File: src/rtl/cpu_pkg.sv
// Shared definitions for the 5-stage RISC-V core.
//   - Bit positions inside the 8-bit decode control word
//     {ALUOp[1:0], ALUSrc, RegWrite, MemtoReg, MemRead, MemWrite, Branch}
//   - Common field widths
//   - Major opcode constants used by the decoder
package cpu_pkg;

  localparam int CTL_W      = 8;
  localparam int REG_ADDR_W = 5;
  localparam int FUNCT_W    = 10;  // {funct7, funct3}

  // Control-word bit indices
  localparam int CTL_BRANCH    = 0;
  localparam int CTL_MEMWRITE  = 1;
  localparam int CTL_MEMREAD   = 2;
  localparam int CTL_MEMTOREG  = 3;
  localparam int CTL_REGWRITE  = 4;
  localparam int CTL_ALUSRC    = 5;
  localparam int CTL_ALUOP_LSB = 6;
  localparam int CTL_ALUOP_MSB = 7;

  // RV32I major opcodes
  typedef enum logic [6:0] {
    OP_RTYPE  = 7'b0110011,
    OP_ITYPE  = 7'b0010011,
    OP_LOAD   = 7'b0000011,
    OP_STORE  = 7'b0100011,
    OP_BRANCH = 7'b1100011
  } opcode_e;

endpackage

File: src/rtl/load_use_detect.sv
// Load-use hazard detector (purely combinational).
//   ex_mem_read  in  1           MemRead bit of the instruction now in EX
//   ex_rd        in  REG_ADDR_W  destination register of the instruction in EX
//   id_rs1       in  REG_ADDR_W  source register 1 of the instruction in ID
//   id_rs2       in  REG_ADDR_W  source register 2 of the instruction in ID
//   hazard       out 1           ID consumer needs a value the EX load has not fetched yet
// Both sources are compared regardless of opcode; an occasional extra stall
// on I-type instructions is cheaper than decoding which sources are real.
module load_use_detect
  import cpu_pkg::*;
(
  input  logic                  ex_mem_read,
  input  logic [REG_ADDR_W-1:0] ex_rd,
  input  logic [REG_ADDR_W-1:0] id_rs1,
  input  logic [REG_ADDR_W-1:0] id_rs2,
  output logic                  hazard
);

  // x0 is hard-wired to zero, so a load targeting it can never be a producer.
  assign hazard = ex_mem_read
               && (ex_rd != '0)
               && ((ex_rd == id_rs1) || (ex_rd == id_rs2));

endmodule

File: src/rtl/id_ex_stage.sv
// ID/EX pipeline register with load-use stall and bubble injection.
//   clk_i                   in   rising-edge clock
//   rst_i                   in   asynchronous active-low reset (all outputs -> 0)
//   control_i / control_o   8    decode control word in / EX control word out
//   rs1_data_*, rs2_data_*  DATA_W register operands
//   imm_*                   DATA_W sign-extended immediate
//   funct_*                 10   {funct7, funct3}
//   rs1_addr_*, rs2_addr_*  5    source addresses (outputs feed forwarding)
//   rd_addr_*               5    destination address
//   stall_o                 out  combinational: hold PC and IF/ID this cycle
//   bubble_cnt_o            out  CNT_W saturating count of injected bubbles
module id_ex_stage
  import cpu_pkg::*;
#(
  parameter int DATA_W = 32,
  parameter int CNT_W  = 16
) (
  input  logic                  clk_i,
  input  logic                  rst_i,
  input  logic [CTL_W-1:0]      control_i,
  input  logic [DATA_W-1:0]     rs1_data_i,
  input  logic [DATA_W-1:0]     rs2_data_i,
  input  logic [DATA_W-1:0]     imm_i,
  input  logic [FUNCT_W-1:0]    funct_i,
  input  logic [REG_ADDR_W-1:0] rs1_addr_i,
  input  logic [REG_ADDR_W-1:0] rs2_addr_i,
  input  logic [REG_ADDR_W-1:0] rd_addr_i,
  output logic [CTL_W-1:0]      control_o,
  output logic [DATA_W-1:0]     rs1_data_o,
  output logic [DATA_W-1:0]     rs2_data_o,
  output logic [DATA_W-1:0]     imm_o,
  output logic [FUNCT_W-1:0]    funct_o,
  output logic [REG_ADDR_W-1:0] rs1_addr_o,
  output logic [REG_ADDR_W-1:0] rs2_addr_o,
  output logic [REG_ADDR_W-1:0] rd_addr_o,
  output logic                  stall_o,
  output logic [CNT_W-1:0]      bubble_cnt_o
);

  localparam logic [CNT_W-1:0] CNT_MAX = {CNT_W{1'b1}};

  logic                  hazard;
  logic [CTL_W-1:0]      control_next;
  logic [REG_ADDR_W-1:0] rd_addr_next;

  // The detector looks at what is already in EX against what is in ID now,
  // so the stall is known in the same cycle the consumer sits in ID.
  load_use_detect u_load_use_detect (
    .ex_mem_read (control_o[CTL_MEMREAD]),
    .ex_rd       (rd_addr_o),
    .id_rs1      (rs1_addr_i),
    .id_rs2      (rs2_addr_i),
    .hazard      (hazard)
  );

  assign stall_o = hazard;

  // A bubble is a zeroed control word plus rd = 0. Only these two fields
  // matter; the operands are don't-care under a bubble and load as usual.
  always_comb begin
    // NOTE: defaults first so every path assigns both signals and no latch is inferred.
    control_next = control_i;
    rd_addr_next = rd_addr_i;
    if (hazard) begin
      control_next = '0;
      rd_addr_next = '0;
    end
  end

  always_ff @(posedge clk_i or negedge rst_i) begin
    if (!rst_i) begin
      // NOTE: non-blocking assignments in clocked blocks so every register samples pre-edge values.
      control_o  <= '0;
      rs1_data_o <= '0;
      rs2_data_o <= '0;
      imm_o      <= '0;
      funct_o    <= '0;
      rs1_addr_o <= '0;
      rs2_addr_o <= '0;
      rd_addr_o  <= '0;
    end else begin
      control_o  <= control_next;
      rs1_data_o <= rs1_data_i;
      rs2_data_o <= rs2_data_i;
      imm_o      <= imm_i;
      funct_o    <= funct_i;
      rs1_addr_o <= rs1_addr_i;
      rs2_addr_o <= rs2_addr_i;
      rd_addr_o  <= rd_addr_next;
    end
  end

  // Performance counter: sticks at all-ones instead of wrapping so a long
  // run never reports a misleadingly small number.
  always_ff @(posedge clk_i or negedge rst_i) begin
    if (!rst_i) begin
      bubble_cnt_o <= '0;
    end else if (hazard && (bubble_cnt_o != CNT_MAX)) begin
      bubble_cnt_o <= bubble_cnt_o + CNT_W'(1);
    end
  end

endmodule

File: config.mk
export PLATFORM = sky130hd
export DESIGN_NAME = id_ex_stage
export DESIGN_NICKNAME = d
export VERILOG_FILES = /design/src/rtl/cpu_pkg.sv /design/src/rtl/load_use_detect.sv /design/src/rtl/id_ex_stage.sv
export SDC_FILE = /design/constraint.sdc
export NUM_CORES = 1
export LEC_CHECK = 0
export CAP_MARGIN = 0
export CORE_MARGIN = 5
export CORE_UTILIZATION = 36
export CTS_CLUSTER_DIAMETER = 40
export CTS_CLUSTER_SIZE = 12
export DETAILED_ROUTE_END_ITERATION = 6
export GPL_ROUTABILITY_DRIVEN = 0
export PLACE_DENSITY_LB_ADDON = 0.05
export RECOVER_POWER = 100
export SLEW_MARGIN = 20
export SYNTH_ARGS = -nofsm -noshare
export SYNTH_HDL_FRONTEND = slang
export SYNTH_SLANG_ARGS = --single-unit
File: constraint.sdc
create_clock -name clk_i -period 2.37 [get_ports clk_i]
set_input_delay 0.3555 -clock clk_i [delete_from_list [all_inputs] [get_ports clk_i]]
set_output_delay 0.3555 -clock clk_i [all_outputs]
set_load 0.005 [all_outputs]
==> run metrics <==
cells taking the most area after synthesis=sky130_fd_sc_hd__dfrtp_1, sky130_fd_sc_hd__xnor2_1, sky130_fd_sc_hd__nor2b_1; post-synthesis async set-or-reset flop share=1.00; Die Ht=119 um; Peak supply drop=0.450 mV; violations in the final reports=max-capacitance violations, max-slew violations; source-to-sink clock delay at the later pin of the worst-skew pair=410 ps; Max-slew headroom=-0.0342; Initial DRT Pass Iterations=4; ANT nets after route=0; post-DP HPWL=between 10000 and 15000 um; clock-pin transition on the worst setup and hold timing paths=roughly 60 ps; Synthesis Warnings=0; WL/cell=around 19 um; die footprint=14100 um^2; DRC violation count after routing=0; net switching power figure=1.24 mW; net count of the finished layout=670; Post-Synthesis Mean Instance Area=18.3 um^2; portion of total power attributed to combinational logic=0.104; number of instances in the synthesized netlist=234; width of the chip=between 100 and 150 um; unrepaired setup endpoints after global routing=false; Post-synth EDFFs=0; Clock power frac=0.435; clock root buffer=sky130_fd_sc_hd__clkbuf_16; endpoint arrival time on the critical path=1910 ps; part of the total power dissipated in sequential elements=0.461; cell with the most instances after synthesis=sky130_fd_sc_hd__dfrtp_1; number of levels in the clock H-tree=4; crit share post-route=0.957; sequential share of the synthesized area=0.849; cell accounting for the most synthesized area=sky130_fd_sc_hd__dfrtp_1; Fmax achieved=441 MHz; leakage power summed over all cells=3.43 nW; number of unique standard cell types used by synthesis=26; switching portion of total power=0.215; ratio of cells with drive above 1 in the final layout=0.0853; total of flip-flops plus latches after synthesis=about 150; Max Cap Violations=1; total detailed-routing wirelength=between 10000 and 15000 um; clock tree from TritonCTS=built; critical path fanouts, max=4; post-placement cell count=658; cell area after synthesis=4270 um^2; vias per cell=4.41; Primary FF master, synth=sky130_fd_sc_hd__dfrtp_1; top post-synthesis cells by count=sky130_fd_sc_hd__dfrtp_1, sky130_fd_sc_hd__xnor2_1, sky130_fd_sc_hd__nor2b_1, sky130_fd_sc_hd__nand3_1, sky130_fd_sc_hd__nand2_1; CORE AREA=11500 um^2; number of top-level pins=277; Starting DRT DRC Count=139; Pwr Total=between 5 and 6 mW; classification of the worst setup path=flop to output port; synthesis-to-layout area growth=83.8%; share of Yosys cell area claimed by the top area cell type=0.849; synthesized netlist net count=366; number of antenna violations at the first check in global routing=7; buffer depth of the longest clock path=2; minimum clock period after layout=2270 ps; class of the tightest hold or removal check=input pin to flop; Worst Max-Slew Pin Slew=1550 ps; Worst setup EP type=output port; CTS buffer count=17; maximum number of pins on one net before global-route repair=just over 70; number of sinks handled by clock tree synthesis=145; CP required=around 2000 ps; internal power=around 4.6 mW; max-slew violation count=71; residual overflow from global routing=0; worst clock skew=a little under 4 ps; port bufs=276; nature of the critical path startpoint=flop; Rows=39; final count of hold timing violations=0; routed vias=3082; Cell Pwr Density=738 nW/um^2; global-route wire length before repair=20900 um; Cell Count, Final, Fillers Out=between 600 and 700; Setup-failing EPs final=0; result of the run=complete, but fails checks; via count of the first global-routing pass=3292; global routing usage summed across all routing layers=0.201; starting density of the core=0.371
-- layout make-up --
cell class	count	area, um^2
diodes	5	12.5
clock buffers	23	488
fillers	872	3660
repair buffers	289	2860
multi-input cells	85	602
flip-flops and latches	145	3630
well taps	143	179
clock inverters	9	80.1
-- metrics by stage --
step / TNS [ps] / cell area [um^2] / hold slack (ps) / setup WS [ps] / utilization
after floorplan: 0 / 4270 / 59.9 / 553 / -
after global placement: -55.3 / 7270 / 404 / -55.3 / 0.632
after detailed placement: -61.9 / 7270 / 414 / -61.9 / 0.632
after CTS: 0 / 7880 / 361 / 77.9 / 0.684
after global routing: 0 / 7850 / 466 / 10.8 / 0.682
final: 0 / 7850 / 492 / 103 / 0.682
-- flip-flops by register name (all words and copies together) (netlist names) --
register and count:
rs2_data_o 32, rs1_data_o 32, rs1_addr_o 5, control_o 8
rs2_addr_o 5, imm_o 32, funct_o 10, rd_addr_o 5
bubble_cnt_o 16
-- layout by cell type (no fill, tap or decap), types with 2 or more instances in the layout --
cell type                         count
sky130_fd_sc_hd__a31oi_1              2
sky130_fd_sc_hd__xnor2_1             23
sky130_fd_sc_hd__dfrtp_1            143
sky130_fd_sc_hd__and3_1               4
sky130_fd_sc_hd__clkinv_2             5
sky130_fd_sc_hd__clkbuf_1             3
sky130_fd_sc_hd__dfrtp_2              2
sky130_fd_sc_hd__clkbuf_16           17
sky130_fd_sc_hd__nand2_1              9
sky130_fd_sc_hd__clkdlybuf4s50_1     13
sky130_fd_sc_hd__and4_1               2
sky130_fd_sc_hd__nor2b_1             13
sky130_fd_sc_hd__clkbuf_2             2
sky130_fd_sc_hd__diode_2              5
sky130_fd_sc_hd__nand3_1             11
sky130_fd_sc_hd__clkbuf_8             4
sky130_fd_sc_hd__clkbuf_4             2
sky130_fd_sc_hd__dlygate4sd3_1      262
sky130_fd_sc_hd__nand4_1              3
sky130_fd_sc_hd__mux2_1               2
sky130_fd_sc_hd__nor3_1               3
sky130_fd_sc_hd__buf_4                6
-- power groups by stage --
stage / combinational [mW] / clock (mW) / sequential (mW)
after floorplan: 0.0792 / 0 / 2.74
after global placement: 0.690 / 0 / 2.72
after detailed placement: 0.705 / 0 / 2.72
after CTS: 0.718 / 2.57 / 2.68
after global routing: 0.656 / 2.70 / 2.69
final: 0.601 / 2.52 / 2.67
-- final timing paths --
check / start / endpoint / slack (ps) / cells after the start
worst min-delay path: control_i[4] / control_o[4] / 490 / 2
max in group asynchronous: rst_i / rs1_data_o[26] / 360 / 3
worst max register to register: rd_addr_o[4] / bubble_cnt_o[1] / 120 / 7
min in group asynchronous: rst_i / funct_o[2] / 870 / 2
worst max-delay path: rd_addr_o[4] / stall_o / 100 / 4
worst min register to register: bubble_cnt_o[15] / bubble_cnt_o[15] / 490 / 1
-- critical path, cell delays in order (launching register included) --
cell                            delay (ps)
sky130_fd_sc_hd__dfrtp_2               430
sky130_fd_sc_hd__or4_4                 560
sky130_fd_sc_hd__o21ai_4               190
sky130_fd_sc_hd__nor2b_4                60
sky130_fd_sc_hd__dlygate4sd2_1         260
-- repair_timing --
item	CTS	global route
setup buffers	3	0
resized for setup	5	0
endpoints found under the hold margin	66	0
setup endpoints to repair	1	0
hold buffers	1	0
-- metal layers --
layer  vias up  share of wire  track usage
li1       1386              -            -
met1      1527           0.36        0.218
met2       146           0.54        0.346
met3        19          0.078       0.0844
met4         4          0.015       0.0854
met5         -         0.0019            0
-- logic make-up after synthesis --
family / count (synthesis) / share of synthesized area
AO/OA/AOI/OAI: 6 / 0.0161
flip-flops: 145 / 0.849
buffers and inverters: 4 / 0.00527
XOR/XNOR: 23 / 0.0471
AND/OR/NAND/NOR: 53 / 0.0741
multiplexers: 2 / 0.00527
adder cells (fa/ha/maj): 1 / 0.00293
Note: power is estimated with default switching activity, not from simulation.
==> RTL change 1 (same settings) <==
`rs2_data_o` no longer has a reset.
--- a/src/rtl/id_ex_stage.sv
+++ b/src/rtl/id_ex_stage.sv
@@ -72,7 +72,6 @@
       // NOTE: non-blocking assignments in clocked blocks so every register samples pre-edge values.
       control_o  <= '0;
       rs1_data_o <= '0;
-      rs2_data_o <= '0;
       imm_o      <= '0;
       funct_o    <= '0;
       rs1_addr_o <= '0;
@@ -81,13 +80,16 @@
     end else begin
       control_o  <= control_next;
       rs1_data_o <= rs1_data_i;
-      rs2_data_o <= rs2_data_i;
       imm_o      <= imm_i;
       funct_o    <= funct_i;
       rs1_addr_o <= rs1_addr_i;
       rs2_addr_o <= rs2_addr_i;
       rd_addr_o  <= rd_addr_next;
     end
+  end
+
+  always_ff @(posedge clk_i) begin
+    rs2_data_o <= rs2_data_i;
   end
 
   // Performance counter: sticks at all-ones instead of wrapping so a long
Formal check against the unedited RTL: not equivalent (a bounded check fails within 4 cycles, from zero or initial values and one cycle with rst_i low).
==> RTL change 1 against the original RTL <==
Non-clock buffer count decreased by 5; critical path type unchanged; critical path depth unchanged; global-route usage decreased by 0.66 points; area after synthesis decreased by 3.7%; setup slack improved by 0.017 ns; wire length decreased by 4.2%; fmax increased by 0.76%; final area decreased by 2.9%; total power increased by 0.56%; sequential share of layout area decreased by 0.76 points; sequential cell count unchanged.
==> RTL change 1: results (changes against the original RTL) <==
[outcome]
status = finished, final reports clean

[drt]
vias_per_cell = 4.310  ; -2.3%
wl_per_cell_um = 18.86  ; -3.1%
vias = 2978  ; -3.4%
drt_iter0_drc = 153  ; +10%

[setup_path]
crit_arrival_ns = 1.89  ; -0.02 ns
crit_start = rd_addr_o[0]
reg2reg_depth = 6  ; -1
r2r_slack_ns = 0.18  ; +0.06 ns

[cells_and_area]
clkbuf_count = 24  ; +4.3%
multi_input_area_share_pct = 7.793  ; +0.13 points
area_delta_synth_final_pct = 85.43
nets = 665  ; -0.75%
regArea_um2 = 3468  ; -4.5%
diodes = 4  ; -1
fillCellCount = 836  ; -4.1%
signal_buffers = 284  ; -1.7%
bufAreaShareNonClock_pct = 36.78  ; +0.36 points
drive_above_1_share_pct = 5.699  ; -2.8 points

[clock_tree]
post-cts-setup-buffers = 0  ; -3
cts_root_buffer = clkbuf_16
ctsResizeCount = 1  ; -4

[global_route]
grt_pass1_wl_mm = 19.07  ; -9.0%
grt_max_degree = 56  ; -22%
grt_pass1_vias = 3228  ; -1.9%
grt_usage_pct = 19.43  ; -0.66 points
antenna_found_initial = 5  ; -2

[min_path]
holdCritStartpoint = bubble_cnt_o[7]
whs_path_depth = 1  ; -1
min_to = bubble_cnt_o[7]
worstHoldPathType = flop to flop

[power_and_ir_drop]
ir_drop_uv = 537.9  ; +20%
p_leak_nw = 3.288  ; -4.2%

[yosys]
yosys-top-cells-area = dfrtp_1 (69%), dfxtp_1 (16%), xnor2_1 (4.9%)
avgSynthCellArea_um2 = 17.58  ; -3.7%
synthTopCellsByCount = dfrtp_1 (113), dfxtp_1 (32), xnor2_1 (23)
ys_seq_area_share_pct = 84.33  ; -0.59 points
ys_warn_count = 0  ; unchanged
yosysUniqueCellTypes = 27  ; +3.8%

[floorplanning]
dieArea_um2 = 13660  ; -3.4%

[timing]
period_share_pct = 94.94  ; -0.72 points
fin_skew_ns = 0.005598  ; +0.001656 ns
relSlewSlack_pct = 43.91  ; +47 points
whs_ns = 0.4847  ; -0.007184 ns

[placement]
dp_worst_setup_slack_ns = -0.01189  ; +0.04997 ns
dp.cells = 656  ; -0.30%
dp_hpwl_mm = 10.43  ; -4.3%

## RTL change 1: changes by cell type after synthesis, sizes merged
cell,unedited run,this run
dfrtp,145,113
dfxtp,0,32
## RTL change 1: metal layers
layer,share of wire (%),vias to the layer above,global-route usage (%)
li1,-,1366,-
met1,34,1446,20.39
met2,53,145,33.60
met3,11,19,9.409
met4,1.8,2,7.569
met5,0.10,-,0
## RTL change 1: power by group
part | switching (mW) | total, mW | internal, mW
Combinational | 0.195 | 0.567 | 0.373
Sequential | 0.0604 | 2.67 | 2.61
Clock | 0.924 | 2.59 | 1.67
Total | 1.18 | 5.83 | 4.65
## RTL change 1: logic make-up after synthesis
logic type / Yosys count / synth area share (%)
mux: 2 / 0.5476
xor+xnor: 23 / 4.898
buf+inv: 4 / 0.5476
simple gates: 53 / 7.697
fa+ha+maj: 1 / 0.3042
flops: 145 / 84.33
compound gates: 6 / 1.673
==> RTL change 2 (config.mk and constraints unchanged) <==
Without the edit above. Change the package constant `FUNCT_W` from 10 to 9.
--- a/src/rtl/cpu_pkg.sv
+++ b/src/rtl/cpu_pkg.sv
@@ -7,7 +7,7 @@
 
   localparam int CTL_W      = 8;
   localparam int REG_ADDR_W = 5;
-  localparam int FUNCT_W    = 10;  // {funct7, funct3}
+  localparam int FUNCT_W    = 9;  // {funct7, funct3}
 
   // Control-word bit indices
   localparam int CTL_BRANCH    = 0;
Interface: changed (resized funct_i and funct_o); port bits go from 277 to 275. No check against the original RTL was run, so the function may have changed too.
==> RTL change 2 against the original RTL <==
Total power increased by 1.8%; area after synthesis decreased by 0.59%; critical path type unchanged; clock power increased by 6%; critical endpoint unchanged; sequential cell count decreased by 1; fmax increased by 1.4%; critical path depth unchanged; final area decreased by 0.94%; setup slack improved by 0.031 ns; wire length decreased by 1.1%.
==> RTL change 2: results (changes against the original RTL) <==
[outcome]
status = finished, final reports clean

[clock_tree]
ctsLongestPathBuffers = 2  ; unchanged
path_clk_slew_ns = 0.06  ; about the same
cts_root_buffer = clkbuf_16
clock_latency_ns = 0.41  ; about the same
htreeDepth = 4  ; unchanged
cts_buffers = 17  ; unchanged

[placement]
dp_worst_setup_slack_ns = -0.03569  ; +0.02618 ns
dp.cells = 652  ; -0.91%
portBuffers = 274  ; -0.72%
dp_hpwl_mm = 10.61  ; -2.7%
postPlaceCellArea_um2 = 7206  ; -0.93%

[global_route]
met2_usage_pct = 33.11  ; -1.5 points
grt_use_met3_pct = 8.596  ; +0.16 points
antenna_found_initial = 4  ; -3
grt_pass1_wl_mm = 20.22  ; -3.5%
grt_pass1_vias = 3154  ; -4.2%
grt_max_degree = 65  ; -9.7%
grt_usage_pct = 19.62  ; -0.47 points
grt_use_met1_pct = 21.39  ; -0.42 points

[min_path]
worstHoldPathType = flop to flop
holdCritStartpoint = bubble_cnt_o[7]

[yosys]
yosys-top-cells-area = dfrtp_1 (85%), xnor2_1 (4.7%), nor2b_1 (2.1%)
ys_seq_area_share_pct = 84.83  ; -0.089 points
synthTopCellsByCount = dfrtp_1 (144), xnor2_1 (23), nor2b_1 (14)
ys_warn_count = 0  ; unchanged
synth_nets = 364  ; -0.55%
yosysUniqueCellTypes = 26  ; unchanged
synth_cells = 233  ; -0.43%

[setup_path]
path_max_fanout = 4  ; unchanged
critPathKind = flop to primary output
crit_arrival_ns = 1.88  ; -0.03 ns
r2r_start = rd_addr_o[0]

[power_and_ir_drop]
ir_drop_uv = 395.8  ; -12%
p_switching_mw = 1.234  ; -0.90%
p_leak_nw = 3.387  ; -1.3%

[cells_and_area]
fin_cells = 687  ; -1.7%
drive_above_1_share_pct = 6.839  ; -1.7 points
top_regs = imm_o (32), rs1_data_o (32), rs2_data_o (32)
nets = 660  ; -1.5%
fillCellCount = 860  ; -1.4%

[drt]
drt_iter0_drc = 164  ; +18%
drt-total-wl_mm = 13.46  ; -1.1%
vias_per_cell = 4.421  ; +0.26%
dr.pass1.iters = 4  ; unchanged

[flow_run]
maxCapViolCount = 0  ; -1

[timing]
drv_slew = 0  ; -100%
tightest_slew_ns = 0.6519  ; -0.8994 ns
fin_skew_ns = 0.005952  ; +0.002010 ns

RTL change 2: final timing paths:
path / endpoint / slack, ns / depth (start not counted)
worst max-delay path: stall_o / 0.13 / 4
worst min-delay path: bubble_cnt_o[7] / 0.49 / 1
worst max register to register: bubble_cnt_o[1] / 0.29 / 6
worst min register to register: bubble_cnt_o[7] / 0.49 / 1
max in group asynchronous: rs1_addr_o[0] / 0.71 / 3
min in group asynchronous: rs2_data_o[30] / 0.53 / 2
RTL change 2: stage by stage:
stage	util [%]	setup TNS (ns)
detailed placement	62.57	-0.03569
global placement	62.57	-0.05066
floorplan	-	0
CTS	67.84	0
global route	67.53	0
finish	67.55	0
RTL change 2: kinds of logic after synthesis:
logic type | count (synthesis) | share of synthesized area (%)
muxes | 2 | 0.5302
xor gates and xnor gates | 23 | 4.742
AOI/OAI and AO/OA | 6 | 1.620
adders and majority gates | 1 | 0.2945
buffers and inverters | 4 | 0.5302
and+or+nand+nor | 53 | 7.452
DFF | 144 | 84.83
RTL change 2: per-layer routing:
metal	wire (um)	part of all wire, %	up-vias
li1	-	-	1364
met1	4844	36	1491
met2	7133	53	159
met3	1173	8.7	21
met4	298	2.2	2
met5	7	0.052	-
RTL change 2: area by class of cell:
cell class	instances	area, um2	area share [%]
tap	143	178.9	2.300
clock inverter	11	138.9	1.785
multi-input combinational	85	609.3	7.833
timing repair buffer	281	2784	35.79
sequential	144	3603	46.32
clock buffer	20	456.7	5.871
antenna	3	7.507	0.09651
RTL change 2: power groups by stage:
stage / Sequential (mW) / Clock, mW / Combinational (mW)
2_1_floorplan: 2.72 / 0 / 0.0792
3_3_place_gp: 2.70 / 0 / 0.685
3_5_place_dp: 2.71 / 0 / 0.691
4_1_cts: 2.66 / 2.71 / 0.696
5_1_grt: 2.67 / 2.82 / 0.632
6_report: 2.66 / 2.66 / 0.581
RTL change 2: what timing repair did:
item,4_1_cts,5_1_grt
hold endpoints to repair,61,0
buffers inserted,0,0
hold buffers,1,0
resized for setup,2,0
setup endpoints to repair,1,0
RTL change 2: worst max-delay path, stage by stage (launching register included):
cell           delay, ns
dfrtp_1             0.42
or4_4               0.56
o21ai_4             0.14
nor2b_1             0.08
dlygate4sd2_1       0.27
